**src/rtl/mem_arbiter.sv**
```systemverilog
// mem_arbiter: shares one 256-bit data memory port between dcache (m0) and icache (m1).
// Define MEM_ARB_RR_EN for round-robin arbitration; otherwise master 0 has fixed priority.
module mem_arbiter #(
    parameter int ADDR_W = 32,
    parameter int DATA_W = 256
) (
    input  logic              clk_i,
    input  logic              rst_i,
    input  logic              m0_enable_i,
    input  logic              m0_write_i,
    input  logic [ADDR_W-1:0] m0_addr_i,
    input  logic [DATA_W-1:0] m0_data_i,
    output logic [DATA_W-1:0] m0_data_o,
    output logic              m0_ack_o,
    input  logic              m1_enable_i,
    input  logic              m1_write_i,
    input  logic [ADDR_W-1:0] m1_addr_i,
    input  logic [DATA_W-1:0] m1_data_i,
    output logic [DATA_W-1:0] m1_data_o,
    output logic              m1_ack_o,
    output logic              mem_enable_o,
    output logic              mem_write_o,
    output logic [ADDR_W-1:0] mem_addr_o,
    output logic [DATA_W-1:0] mem_data_o,
    input  logic [DATA_W-1:0] mem_data_i,
    input  logic              mem_ack_i
);
    typedef enum logic [1:0] {IDLE, GRANT0, GRANT1, RELEASE} state_t;

    state_t state_q;
    logic   mem_enable_q;
    logic   pick0;
    logic   g0;
    logic   g1;

`ifdef MEM_ARB_RR_EN
    logic rr_last_q;
    // rr_last_q=1 means m1 was served last, so m0 wins a tie
    assign pick0 = m0_enable_i & (~m1_enable_i | rr_last_q);
`else
    assign pick0 = m0_enable_i;
`endif

    always_ff @(posedge clk_i or negedge rst_i) begin
        if (!rst_i) begin
            state_q      <= IDLE;
            mem_enable_q <= 1'b0;
`ifdef MEM_ARB_RR_EN
            rr_last_q    <= 1'b1;
`endif
        end else begin
            case (state_q)
                IDLE: if (m0_enable_i | m1_enable_i) begin
                    state_q      <= pick0 ? GRANT0 : GRANT1;
                    mem_enable_q <= 1'b1;
`ifdef MEM_ARB_RR_EN
                    rr_last_q    <= ~pick0;
`endif
                end
                GRANT0, GRANT1: if (mem_ack_i) begin
                    state_q      <= RELEASE;
                    mem_enable_q <= 1'b0;
                end
                default: state_q <= IDLE;
            endcase
        end
    end

    assign g0           = state_q == GRANT0;
    assign g1           = state_q == GRANT1;
    assign mem_enable_o = mem_enable_q;
    assign mem_write_o  = g0 ? m0_write_i : g1 ? m1_write_i : 1'b0;
    assign mem_addr_o   = g0 ? m0_addr_i  : g1 ? m1_addr_i  : '0;
    assign mem_data_o   = g0 ? m0_data_i  : g1 ? m1_data_i  : '0;
    assign m0_ack_o     = mem_ack_i & g0;
    assign m1_ack_o     = mem_ack_i & g1;
    assign m0_data_o    = mem_data_i;
    assign m1_data_o    = mem_data_i;
endmodule

```
**config.mk**
```make
export PLATFORM = sky130hd
export DESIGN_NAME = mem_arbiter
export DESIGN_NICKNAME = d
export VERILOG_FILES = /design/src/rtl/mem_arbiter.sv
export SDC_FILE = /design/constraint.sdc
export NUM_CORES = 1
export LEC_CHECK = 0
export ABC_AREA = 0
export CAP_MARGIN = 20
export CORE_AREA = 4 4 635 637
export DETAILED_ROUTE_END_ITERATION = 16
export DIE_AREA = 0 0 639 641
export PLACE_DENSITY = 0.3
export SYNTH_ARGS = -nofsm -noshare
export SYNTH_HDL_FRONTEND = slang
export SYNTH_SLANG_ARGS = --single-unit
export TNS_END_PERCENT = 20
```
**constraint.sdc**
```tcl
create_clock -name clk_i -period 3.51 [get_ports clk_i]
set_clock_uncertainty 0.15 [all_clocks]
set_input_delay 0.702 -clock clk_i [delete_from_list [all_inputs] [get_ports clk_i]]
set_output_delay 0.702 -clock clk_i [all_outputs]
set_load 0.02 [all_outputs]
```
== Word-level counts from Yosys, hierarchy flattened ==
Cells that the tools add are included.
W data, S select, Z words.

* Mux-type cells: 13
* Reductions and logical operators: 5
* Eq/ne operators: 4
* Bitwise gates (word level): 3

{| class="wikitable"
|+ Operators with widths
! kind !! number
|-
| $mux W256 || 2
|-
| $mux W32 || 2
|-
| $mux W2 || 3
|-
| $mux W1 || 4
|-
| $ne A2 B2 Y1 const B || 2
|-
| $pmux W2 S2 || 1
|-
| $reduce_and A3 Y1 || 1
|-
| $and A1 B1 Y1 || 2
|-
| $eq A2 B1 Y1 const B || 1
|-
| $eq A2 B2 Y1 const B || 1
|-
| $logic_not A2 Y1 || 1
|-
| $pmux W1 S2 || 1
|-
| $reduce_and A2 Y1 || 1
|-
| $reduce_bool A2 Y1 || 1
|-
| $reduce_or A2 Y1 || 1
|-
| $or A1 B1 Y1 || 1
|}

* Bits of input ports: 839
* Register bits after elaboration: 3

== Logic depth before layout (Yosys ltp) ==
Gate-level depths: netlist of the first run.

* Word-level depth: 4
* Depth in mapped cells: 7
* Gate-level depth less buffers: 5

== Least setup slack after synthesis of the first run ==
No wires, ideal clock.

* Path kind: register -> output
* From: reg state_q[0]
* To: out mem_data_o[234]
* Stages on the path, launching flop included: 8
* Data required time: 2658 ps
* Buffers on the path: 3
* Path slack: 1202 ps
* Arrival: 1456 ps
* Path through: dfrtp_1 inv_1 ha_1 nor2b_1 buf_4 buf_6 buf_4 a22o_1

* Cells in the longest elaborated chain, start to end: 3
* Elaborated cells on any way between the ends: 4

{| class="wikitable"
|+ Ends and longest elaborated chain
! item !! line !! source
|-
| start, declared || 30 || <nowiki>state_t state_q;</nowiki>
|-
| start signal, assigned || 54 || <nowiki>state_q <= pick0 ? GRANT0 : GRANT1;</nowiki>
|-
| $eq A2 B2 Y1 || 70 || <nowiki>assign g1 = state_q == GRANT1;</nowiki>
|-
| $mux W256 || 74 || <nowiki>assign mem_data_o = g0 ? m0_data_i : g1 ? m1_data_i : '0;</nowiki>
|-
| $mux W256 (*) || 74 ||
|-
| end, declared || 24 || <nowiki>output logic [DATA_W-1:0] mem_data_o,</nowiki>
|}

Mark *: on every way between the ends. The rest lies on a longest branch, timed or not.

== Final worst setup path of the first run ==
* From: reg state_q[0]
* To: out mem_data_o[148]

Same word-level chain as after synthesis.

==> flow_summary.ini, run 1 <==
[clocking]
clk_path_buf_depth = 2
clk_pin_slew_ps = 30
clock_latency_ps = 220
cts_tree = yes
post_cts_buffers = 0
cts_made_buffers = 3
htree_levels = 1
root_buffer = clkbuf_16
numClockSinks = 3

[cells_and_area]
drive_above_1_share_pct = 24.4
instances_no_fill = 6531
final_area_mm2 = 0.0210
utilization_pct = 5.28
fillers = 46700
areaGrowthSynthToFinish_pct = 197
seqCellArea_um2 = 75.1
multi_input_area_mm2 = 0.00274
nets = 2054

[synthesis]
yosysTopAreaCell = buf_4
async_flop_share_pct = 100
synth-compound-area-share_pct = 36.4
synth_edf_count = 0
ys_ff_latch = 3
yosys.area_share.simple_pct = 0.972
yosys_warnings = 0
synth_area_leaders = buf_4 55%, a22o_1 36%, buf_6 3.7%
synth_most_common_cell = buf_4
netlist_instances = 891
synth_top_family_by_area = buffers and inverters
mappedNetlistArea_mm2 = 0.00708
synthXorXnorAreaFrac_pct = 0
synth_flop_cell = dfrtp_1
ys_types = 22
synth_adder_area_share_pct = 0.707
muxShareOfSynthArea_pct = 0
synth_commonest_cells = 515 x buf_4, 288 x a22o_1, 24 x buf_2
syn_avg_cell_area_um2 = 7.94
synth_top_area_share_pct = 54.6
synth_nets = 1734
ys_seq_area_share_pct = 1.06

[setup_path]
r2r_slack_ps = 1700
critical_path.cell_chain = inv_1, ha_1, nor2b_4, buf_12, buf_12, a22o_1, buf_12
r2r_cells = 5
cp_common_cell = buf_12
reg2reg_from = state_q[0]
rr_endpoint = state_q[0]
required_ps = 2660
max_stage_delay_ps = 540
worst_ep_arrival_time_ps = 2630
crit_path_max_fanout = 71
critPathSlowestCell = a22o_1
crit_path_end_kind = output pin
critPathLaunchType = flop
crit_type = flop to output pin

[detailed_routing]
wirelength_um = 298000
drtPass1Iterations = 6
highest_layer = met5
wl_per_cell_um = 45.6
antenna_left = 0
drtIter0Drc = 648
via_count = 10300
route.met3.wl_um = 81700
drc_errors = 0
wl_met1_um = 72100
dr_wl_met2_um = 131000
viasPerCell = 1.57

[pwr]
seqPwrFrac_pct = 0.4
power_frac_clock_pct = 1.0
power_mw = 18.3
combPwrFrac_pct = 98.6
switching_share_pct = 59.6
pwr_density_cell_mw_per_mm2 = 872
p_int_mw = 7.40
p_sw_mw = 10.9
p_leak_nw = 5.92
ir_drop_mv = 0.297

[grt]
antenna_found_initial = 267
track_usage_pct = 13.8
grt_max_degree = 72
gr-total-overflow = 0
grt_first_pass_wirelength_um = 318000
grt_pass1_vias = 9733

[sta]
hold_ws_ps = 413
fin_crit_sh_pct = 99.3
maxSlewViolCount = 0
rsz0062_at_grt = no
tns_ps = 0
tightest_slew_ps = 650
fin_crit_ps = 3480
setup_viol = 0
fin_ws_ps = 25.4
hold_viol = 0
max-slew-margin-rel_pct = 56.6
max_freq_mhz = 287

[placed_design]
gp_congestion = 0.847
place_area_mm2 = 0.0207
dp_hpwl_um = 288000
dp_worst_setup_slack_ps = 69.4
port_buffers = 874
dp.cells = 6471

[floorplanning]
rows = 232
die-area_mm2 = 0.410
initial_core_util_pct = 1.78
die_h_um = 641
die_w_um = 639
core_mm2 = 0.398
ios = 1643

[status]
status = finished, final reports clean

[hold_path]
hp-class = flop to flop
hold_path_end = mem_enable_o
hold_depth = 2
hp-start = mem_enable_o

[flow_run]
cap_violations = 0
==> per-layer routing <==
layer	global-route usage, %	vias up
met4	3.31	160
met2	22.1	1822
li1	-	3418
met3	18.0	674
met5	1.12	-
met1	9.73	4208
==> state kept, by name (all words and copies together) (netlist names) <==
signal	flops
mem_enable_o	1
state_q	2
==> area by class of cell <==
type / count / share of cell area (%)
inverters: 3 / 0.0536
diodes: 56 / 0.667
multi-input cells: 309 / 13.1
repair buffers: 891 / 54.1
well taps: 5265 / 31.4
flip-flops and latches: 3 / 0.358
clock buffers: 4 / 0.375
==> power groups by stage <==
stage,logic [mW],registers [mW],clock network [mW]
detailed placement,19.1,0.0750,0
floorplan,5.62,0.0734,0
global placement,19.1,0.0755,0
finish,18.1,0.0758,0.179
global route,19.3,0.0778,0.186
CTS,19.2,0.0747,0.183
==> cell usage in the layout, fill, tap and decap left out <==
master | synthesis | final
clkdlybuf4s50_1 | 0 | 627
nor2b_1 | 3 | 2
a22o_2 | 0 | 25
o31ai_1 | 1 | 1
buf_12 | 0 | 248
o32ai_1 | 1 | 1
a221o_1 | 1 | 1
clkbuf_1 | 12 | 1
buf_4 | 515 | 16
o21ai_0 | 1 | 1
diode_2 | 0 | 56
clkbuf_16 | 0 | 3
a21o_1 | 1 | 1
nor2b_4 | 0 | 1
ha_1 | 4 | 3
dfrtp_1 | 3 | 3
a22o_1 | 288 | 263
nor3b_1 | 1 | 1
inv_1 | 3 | 3
nand2_1 | 2 | 2
o21bai_1 | 1 | 1
nor3b_2 | 1 | 1
o21ai_1 | 1 | 1
and2_1 | 2 | 2
nor4bb_1 | 1 | 1
ha_4 | 0 | 1
==> what timing repair did <==
| action | in CTS | in global routing |
|---|---|---|
| resized for setup | 23 | 2 |
| endpoints found under the hold margin | 0 | 0 |
| pin swaps | 0 | 0 |
| cloned | 0 | 0 |
| hold buffers | 0 | 0 |
| endpoints found under the setup margin | 23 | 2 |
==> how the worst max path moves through the flow <==
| stage | from | endpoint | slack, ps | cells after the start |
|---|---|---|---|---|
| after global routing | state_q[0] | mem_data_o[182] | 20 | 7 |
| final | state_q[0] | mem_data_o[148] | 30 | 7 |
| after global placement | state_q[0] | mem_data_o[182] | 50 | 7 |
| after floorplan | state_q[0] | mem_data_o[234] | 1200 | 7 |
| after CTS | state_q[0] | mem_data_o[171] | 8 | 7 |
| after detailed placement | state_q[0] | mem_data_o[182] | 70 | 7 |
==> kinds of logic (layout without fill, tap and decap cells) <==
kind of cell	count (synthesis)	count (layout)
other	0	56
adder cells (fa/ha/maj)	4	4
AND/OR/NAND/NOR	10	10
AO/OA/AOI/OAI	295	295
buffers and inverters	579	898
flip-flops	3	3
==> worst max-delay path, delay by kind of cell (launching register included) <==
kind            cells  cell delay (ps)
buf+inv             4              850
compound gates      1              540
flops               1              450
fa+ha+maj           1              190
simple gates        1              230
Note: power is estimated with default switching activity, not from simulation.
==> inputs of run 2 (changes only) <==
--- a/config.mk
+++ b/config.mk
@@ -7,9 +7,9 @@
 export LEC_CHECK = 0
 export ABC_AREA = 0
 export CAP_MARGIN = 20
-export CORE_AREA = 4 4 635 637
+export CORE_AREA = 2 2 633 635
 export DETAILED_ROUTE_END_ITERATION = 16
-export DIE_AREA = 0 0 639 641
+export DIE_AREA = 0 0 635 637
 export PLACE_DENSITY = 0.3
 export SYNTH_ARGS = -nofsm -noshare
 export SYNTH_HDL_FRONTEND = slang
==> run 2 against run 1 <==
Net effect:
- sequential cell count did not move
- combinational power fell by 3%
- setup slack improved by 83 ps
- clock-buffer cell count did not move
- register-to-register slack got worse by 90 ps
- global-route usage rose by 0.17 points
- utilization rose by 0.091 points
- critical endpoint is now mem_data_o[84]
- largest cell class unchanged
==> flow_summary.ini, run 2 (synthesis gave the netlist of run 1 again) <==
[status]
status = finished, final reports clean

[detailed_routing]
antenna_left = 0
drtIter0Drc = 901
wirelength_um = 296000
wl_per_cell_um = 45.0
drc_errors = 0
drtPass1Iterations = 5
via_count = 10800
viasPerCell = 1.64

[sta]
rsz0062_at_grt = no
max-slew-margin-rel_pct = 55.3
fin_crit_ps = 3400
setup_viol = 0
tightest_slew_ps = 671
fin_crit_sh_pct = 96.9
hold_viol = 0
max_freq_mhz = 294
maxSlewViolCount = 0
tns_ps = 0

[floorplanning]
die-area_mm2 = 0.404
initial_core_util_pct = 1.78
rows = 232
ios = 1643
die_h_um = 637
die_w_um = 635
core_mm2 = 0.398

[cells_and_area]
top_register = state_q
areaGrowthSynthToFinish_pct = 202
largest_reg_flops = 2
final_common_cell = clkdlybuf4s50_1
fillers = 46700
nets = 2090
drive_above_1_share_pct = 28.8
final_cell_mix = 597 x clkdlybuf4s50_1, 240 x buf_12, 231 x a22o_1

[grt]
grt.met1_usage_pct = 10.7
antenna_found_initial = 294
grt_first_pass_wirelength_um = 321000
grt_util_met3_pct = 16.9
grt_max_degree = 103
grt.busiest_layer = met2
grt_pass1_vias = 10100
gr-total-overflow = 0
met2_usage_pct = 22.5
track_usage_pct = 14.0

[clocking]
cts_made_buffers = 3
htree_levels = 1
root_buffer = clkbuf_16
hold_buffers = 0
clk_path_buf_depth = 2
numClockSinks = 3
clk_pin_slew_ps = 30
cts_tree = yes
clock_latency_ps = 220

[pwr]
p_leak_nw = 6.27
ir_drop_mv = 0.422
pwr_density_cell_mw_per_mm2 = 835
power_mw = 17.8

[placed_design]
port_buffers = 874
dp_hpwl_um = 284000
gp_congestion = 0.866

[setup_path]
crit_path_max_fanout = 24
critical_path.cell_chain = inv_1, ha_2, nor2b_4, buf_4, buf_12, a22o_1, clkdlybuf4s50_1
critical_path_buf_inv_count = 4
worst_ep_arrival_time_ps = 2550
crit_path_end_kind = output pin
critPathSlowestCell = clkdlybuf4s50_1
required_ps = 2660
cpLargestDelayFamily = buffers and inverters
max_stage_delay_ps = 640
critPathLaunchType = flop
r2r_slack_ps = 1610
crit_type = flop to output pin

[hold_path]
hp-class = flop to flop

[flow_run]
cap_violations = 0
run 2: changes by cell type in the layout (fill, tap and decap cells not counted), sizes merged:
cell / change
buf: +29
diode: +15
dlygate4sd2: +34
clkbuf: +2
dlymetal6s2s: +1
clkdlybuf4s50: -30
run 2: where the power goes:
group / internal [mW] / switching, mW
clock network: 0.150 / 0.0302
logic: 7.17 / 10.4
registers: 0.0534 / 0.0240
run 2: timing repair:
item	in CTS	in global routing
buffers inserted	0	4
gates cloned	1	2
setup endpoints to repair	103	128
hold endpoints to repair	0	0
resized for setup	98	4
run 2: metrics by stage:
step	util (%)	setup slack (ps)	instance area, um^2	hold slack, ps	std cells
finish	5.37	109	21400	399	6582
global route	5.35	12.1	21300	411	6558
CTS	5.30	-98.8	21100	402	6505
global placement	5.25	-263	20900	410	6500
detailed placement	5.25	-171	20900	396	6500
floorplan	-	1200	7080	256	891
run 2: worst paths after layout:
path / from / endpoint / depth (start not counted)
max reg2reg: state_q[0] / state_q[0] / 5
min reg2reg: mem_enable_o / mem_enable_o / 2
min in group asynchronous: rst_i / state_q[0] / 1
max: state_q[0] / mem_data_o[84] / 7
max in group asynchronous: rst_i / mem_enable_o / 1
min: mem_enable_o / mem_enable_o / 2
run 2: area by class of cell:
cell class                 instances  area (um^2)  area share [%]
tap                             5265         6590            30.8
inverter                           3         11.3          0.0527
clock buffer                       4         78.8           0.369
timing repair buffer             927        11600            54.3
sequential                         3         75.1           0.351
antenna                           71          178           0.832
multi-input combinational        309         2830            13.3
run 2: metal layers:
layer / wire (um) / part of all wire (%) / up-vias
met2: 134000 / 45 / 1850
met3: 74500 / 25 / 707
met4: 7170 / 2.4 / 212
li1: - / - / 3487
met5: 1640 / 0.55 / -
met1: 78700 / 27 / 4533
run 2: tightest hold or removal path, stage by stage (launching register included):
cell and delay, ps:
dfrtp_1 380, inv_1 60, o32ai_1 60
==> inputs of run 3 (changes only) <==
--- a/config.mk
+++ b/config.mk
@@ -10,6 +10,7 @@
 export CORE_AREA = 2 2 633 635
 export DETAILED_ROUTE_END_ITERATION = 16
 export DIE_AREA = 0 0 635 637
+export HOLD_SLACK_MARGIN = 0.06
 export PLACE_DENSITY = 0.3
 export SYNTH_ARGS = -nofsm -noshare
 export SYNTH_HDL_FRONTEND = slang
==> results of run 3 <==
The final DEF is identical to that of run 2; final timing and power are the same.
